**config.mk**
```make
export PLATFORM = sky130hd
export DESIGN_NAME = batting_roulette
export DESIGN_NICKNAME = d
export VERILOG_FILES = /design/src/rtl/batting_roulette.sv
export SDC_FILE = /design/constraint.sdc
export NUM_CORES = 1
export LEC_CHECK = 0
export CAP_MARGIN = 40
export CELL_PAD_IN_SITES_DETAIL_PLACEMENT = 0
export CELL_PAD_IN_SITES_GLOBAL_PLACEMENT = 1
export CORE_AREA = 2 2 104 86
export DETAILED_ROUTE_END_ITERATION = 12
export DIE_AREA = 0 0 106 88
export HOLD_SLACK_MARGIN = 0.1
export PLACE_DENSITY = 0.64
export SYNTH_ARGS = -nofsm -noshare
export SYNTH_HDL_FRONTEND = slang
export SYNTH_SLANG_ARGS = --single-unit
```
**constraint.sdc**
```tcl
create_clock -name clk -period 2.5 [get_ports clk]
set_input_delay 0.375 -clock clk [delete_from_list [all_inputs] [get_ports clk]]
set_output_delay 0.375 -clock clk [all_outputs]
set_load 0.02 [all_outputs]
```
**src/rtl/batting_roulette.sv**
```systemverilog
// batting_roulette: ring of NSLOTS outcome slots that spins while `active`
// is high, decelerates for DECEL_STEPS steps after `swing`, then latches the
// landed outcome and pulses result_valid for one cycle.
// Optional feature macro: BATTING_STATS_EN adds saturating swing/hit counters.
module batting_roulette #(
  parameter int              NSLOTS      = 13,
  parameter logic [3*NSLOTS-1:0] SLOT_MAP = {3'd0, 3'd0, 3'd4, 3'd2, 3'd3, 3'd0, 3'd0,
                                             3'd0, 3'd0, 3'd0, 3'd1, 3'd0, 3'd0},
  parameter int              RESET_SLOT  = 12,
  parameter int              PRESCALE    = 1,
  parameter int              DECEL_STEPS = 3
) (
  input  logic       clk,
  input  logic       reset_n,
  input  logic       active,
  input  logic       swing,
  output logic [4:0] hitout,
  output logic       busy,
  output logic [4:0] result,
  output logic       result_valid
`ifdef BATTING_STATS_EN
  ,
  output logic [7:0] swing_cnt,
  output logic [7:0] hit_cnt
`endif
);

  localparam int PW = (NSLOTS > 1) ? $clog2(NSLOTS) : 1;
  localparam int NTAB = 2 ** PW;

  localparam logic [PW-1:0] SLOT_LAST  = PW'(NSLOTS - 1);
  localparam logic [PW-1:0] SLOT_RESET = PW'(RESET_SLOT);
  localparam logic [7:0]    TICK_INIT  = 8'(PRESCALE - 1);
  localparam logic [15:0]   WAIT_INIT  = 16'(2 * PRESCALE - 1);
  localparam logic [15:0]   PRESCALE_W = 16'(PRESCALE);
  localparam logic [3:0]    DECEL_INIT = 4'(DECEL_STEPS);

  typedef enum logic [1:0] {
    S_RUN   = 2'd0,
    S_DECEL = 2'd1,
    S_DONE  = 2'd2
  } state_t;

  // 3-bit outcome code to {hit1,hit2,hit3,hit4,out}; unused codes give zero
  function automatic logic [4:0] decode(input logic [2:0] code);
    case (code)
      3'd0:    decode = 5'b00001;
      3'd1:    decode = 5'b10000;
      3'd2:    decode = 5'b01000;
      3'd3:    decode = 5'b00100;
      3'd4:    decode = 5'b00010;
      default: decode = 5'b00000;
    endcase
  endfunction

  // Per-slot one-hot class table, padded to a power of two so any pointer
  // value indexes a defined entry.
  logic [4:0] slot_class [NTAB];

  genvar gi;
  generate
    for (gi = 0; gi < NTAB; gi++) begin : g_class
      if (gi < NSLOTS) begin : g_used
        assign slot_class[gi] = decode(SLOT_MAP[3*gi +: 3]);
      end else begin : g_pad
        assign slot_class[gi] = 5'b00000;
      end
    end
  endgenerate

  state_t        state, state_next;
  logic [PW-1:0] slot, slot_next, slot_inc;
  logic [7:0]    tick, tick_next;
  logic [15:0]   wait_cnt, wait_next, wait_reload;
  logic [3:0]    rem, rem_next;
  logic [3:0]    j_cnt, j_next;
  logic [4:0]    result_next;
  logic          valid_next;

  assign slot_inc    = (slot == SLOT_LAST) ? '0 : slot + PW'(1);
  // Step j+1 lasts PRESCALE*(j+3) cycles; counter holds that minus one
  assign wait_reload = PRESCALE_W * ({12'd0, j_cnt} + 16'd3) - 16'd1;
  assign hitout      = slot_class[slot];
  assign busy        = (state != S_RUN);

  // State, pointer and counter registers; async reset aborts any stop
  always_ff @(posedge clk or negedge reset_n) begin
    if (!reset_n) begin
      state        <= S_RUN;
      slot         <= SLOT_RESET;
      tick         <= TICK_INIT;
      wait_cnt     <= '0;
      rem          <= '0;
      j_cnt        <= '0;
      result       <= '0;
      result_valid <= 1'b0;
    end else begin
      state        <= state_next;
      slot         <= slot_next;
      tick         <= tick_next;
      wait_cnt     <= wait_next;
      rem          <= rem_next;
      j_cnt        <= j_next;
      result       <= result_next;
      result_valid <= valid_next;
    end
  end

  // Next-state logic: spin in RUN, slowing steps in DECEL, latch in DONE
  always_comb begin
    state_next  = state;
    slot_next   = slot;
    tick_next   = tick;
    wait_next   = wait_cnt;
    rem_next    = rem;
    j_next      = j_cnt;
    result_next = result;
    valid_next  = 1'b0;
    case (state)
      S_RUN: begin
        // swing wins over both a pending step and a frozen spin
        if (swing) begin
          if (DECEL_STEPS == 0) begin
            state_next = S_DONE;
          end else begin
            state_next = S_DECEL;
            rem_next   = DECEL_INIT;
            j_next     = '0;
            wait_next  = WAIT_INIT;
          end
        end else if (active) begin
          if (tick == 8'd0) begin
            slot_next = slot_inc;
            tick_next = TICK_INIT;
          end else begin
            tick_next = tick - 8'd1;
          end
        end
      end
      S_DECEL: begin
        if (wait_cnt == 16'd0) begin
          slot_next = slot_inc;
          rem_next  = rem - 4'd1;
          j_next    = j_cnt + 4'd1;
          wait_next = wait_reload;
          if (rem == 4'd1) begin
            state_next = S_DONE;
          end
        end else begin
          wait_next = wait_cnt - 16'd1;
        end
      end
      S_DONE: begin
        result_next = slot_class[slot];
        valid_next  = 1'b1;
        state_next  = S_RUN;
        tick_next   = TICK_INIT;
      end
      default: begin
        state_next = S_RUN;
      end
    endcase
  end

`ifdef BATTING_STATS_EN
  // Saturating statistics, updated on the same edge that latches result
  always_ff @(posedge clk or negedge reset_n) begin
    if (!reset_n) begin
      swing_cnt <= '0;
      hit_cnt   <= '0;
    end else if (state == S_DONE) begin
      if (swing_cnt != 8'hFF) begin
        swing_cnt <= swing_cnt + 8'd1;
      end
      if ((|slot_class[slot][4:1]) && (hit_cnt != 8'hFF)) begin
        hit_cnt <= hit_cnt + 8'd1;
      end
    end
  end
`endif

endmodule

```
==> run summary <==
Final setup fails - 0
Initial Util - 28.9%
Leak - 1.27 nW
Slew @ Worst Pin - 0.660 ns
Cell Area, Synth - 0.00240 mm2
Syn-to-layout area delta - 19.7%
Max VDD drop - 203 uV
Synth Warn # - 0
Antenna violations before repair - 0
Vias in the first global route - 1888
Port bufs - 15
Cell family with most CP delay - simple AND/OR/NAND/NOR gates
Min Tclk post-route - 2.38 ns
Status - finished, final reports clean
Reg2Reg Depth - 6
Simple-gate area share of the yosys netlist - 18.3%
RSZ-0062 raised after global routing - false
TritonCTS Buffers - 5
Type of destination of the critical path - flop
Setup_tns - 0 ns
Final Max Slew Viols - 0
Final wirelength - 5.29 mm
Clock Path Buffers - 2
Post-route cell area - 0.00288 mm2
Clk sinks - 44
Drt drc - 0
Worst-path cell with the longest stage delay - or4_4
Crit path kind - reg2reg
Fraction of registers with async set/reset - 100%
Crit path launch type - flop
Worst-Skew Late Latency - 0.30 ns
Root Driver - clkbuf_8
Clk pin slew, worst setup/hold paths - 0.09 ns
Multi-input gate area - 0.00122 mm2
Layout cell share with drive strength beyond 1 - 15.8%
Antenna Nets Post-Route - 0
F_max - 0.420 GHz
Register Area - 0.00110 mm2
Commonest non-fill, non-tap cell in the layout - dfrtp_1
Routability Congestion - 0.775
Total Routing Usage GR - 12.4%
Layout Nets - 293
# fillers - 832
Final HPWL DP - 3.79 mm
Hold Path Class - in2async
Cells along the critical path - buf_4 > or4_4 > or4_4 > or3_1 > a21o_1 > a22o_1
Die Y - 88 um
Largest family of logic cells by synthesized area - compound AO/OA/AOI/OAI gates
R2R Path Start - wait_cnt[1]
Setup Skew - 0.00748 ns
Yosys cell types - 47
Reg-to-reg slack, setup - 0.12 ns
Critical Path RT - 2.69 ns
Buf+Inv Stages, Crit Path - 1
Post-synth top flop - dfrtp_1
DRT Pass-1 Iters - 4
Max-Cap Viols - 0
Area share of fa/ha/maj cells after synthesis - 5.73%
Mux cell area share after synthesis - 4.95%
Post-synth EDFFs - 0
Post-CTS Setup Inserts - 0
Critical path fanouts, max - 6
Final Hold Viols - 0
# IOs - 16
Placed inst area - 0.00276 mm2
Syn nets - 265
WL per Instance - 13.5 um
Cts hold-fix bufs - 0
Mapped Cells - 250
Slew headroom - 55.4%
Post-Synth XOR/XNOR Area - 2.19%
Critical Path Source - wait_cnt[1]
Largest net degree at the start of global routing - 45
Syn_area_per_cell - 9.60 um2
Sequential-to-total area share from yosys stat - 46.0%
Drt via density - 5.01
CTS tree - done
Critical path arrival - 2.57 ns
Die X - 106 um
Die area - 0.00933 mm2
CP most frequent cell - or4_4
Post-cts gate resize count - 0
Pwr/cell area - 663 mW/mm2
Gr ovfl total - 0
Synth Area in Compound Gates - 19.1%
First-pass GRT wire length - 9.14 mm
Max incr delay on CP - 0.53 ns
Core area - 0.00830 mm2
Htree depth - 2
DR iter-0 viols - 92
Row count - 30
N_diodes - 0
Final cycle utilization of the critical path - 95.2%
Most frequent cells in the layout - dfrtp_1, nor2_1, o21ai_0, a21oi_1, buf_4
Flops & latches, synth - 44
Detailed-route via count - 1960
R2R Path End - wait_cnt[11]
Critical Path Stages - 6
## stage by stage
step	std cells	total power (W)	hold WS, ns	utilization [%]	setup slack [ns]
3_3_place_gp	382	0.00145	0.463	33.2	0.0729
3_5_place_dp	383	0.00145	0.473	33.3	0.0525
4_1_cts	391	0.00192	0.184	34.4	0.0334
2_1_floorplan	250	0.00128	0.0794	-	0.144
5_1_grt	391	0.00206	0.203	34.7	0.00583
6_report	391	0.00191	0.155	34.7	0.120
## worst max path at each step
stage                         to
floorplan               j_cnt[0]
global route         wait_cnt[3]
finish              wait_cnt[11]
detailed placement  wait_cnt[11]
global placement    wait_cnt[11]
CTS                 wait_cnt[11]
## sequential cells by signal, indices dropped and copies added (netlist names)
signal,count
rem,4
j_cnt,4
slot,4
result,5
state,2
tick,8
wait_cnt,16
result_valid,1
## synth_stat cells, types with 7 or more instances
cell	n	share of area, %
dfrtp_1	42	44
nand2_1	15	2.3
ha_1	11	5.7
mux2_2	7	3.3
inv_1	12	1.9
nor2_1	21	3.3
clkbuf_1	8	1.3
o21ai_0	20	4.2
a31oi_1	10	2.6
a21oi_1	19	4.0
## logic make-up after synthesis
family / Yosys count
buffers and inverters: 22
adders and majority gates: 11
muxes: 11
AOI/OAI and AO/OA: 74
xor gates and xnor gates: 6
and+or+nand+nor: 82
DFF: 44
## report_power, final
group / total, W / switching [W] / internal, W
logic: 0.000447 / 0.000230 / 0.000217
clock network: 0.000464 / 0.000243 / 0.000221
registers: 0.000996 / 0.000146 / 0.000850
## metal layers
layer	up-vias	GRT usage (%)	routed length, um
li1	967	-	-
met1	957	17.5	2850
met2	27	18.6	2200
met3	9	2.83	152
met4	0	4.78	94
met5	-	0	0
## final cells by class
cell class              instances  area share (%)
multi-input cells             184            42.6
flip-flops and latches         44            38.4
repair buffers                 31            9.40
well taps                     112            4.87
clock buffers                   6            2.87
inverters                      12            1.57
clock inverters                 2           0.348
Note: power is estimated with default switching activity, not from simulation.
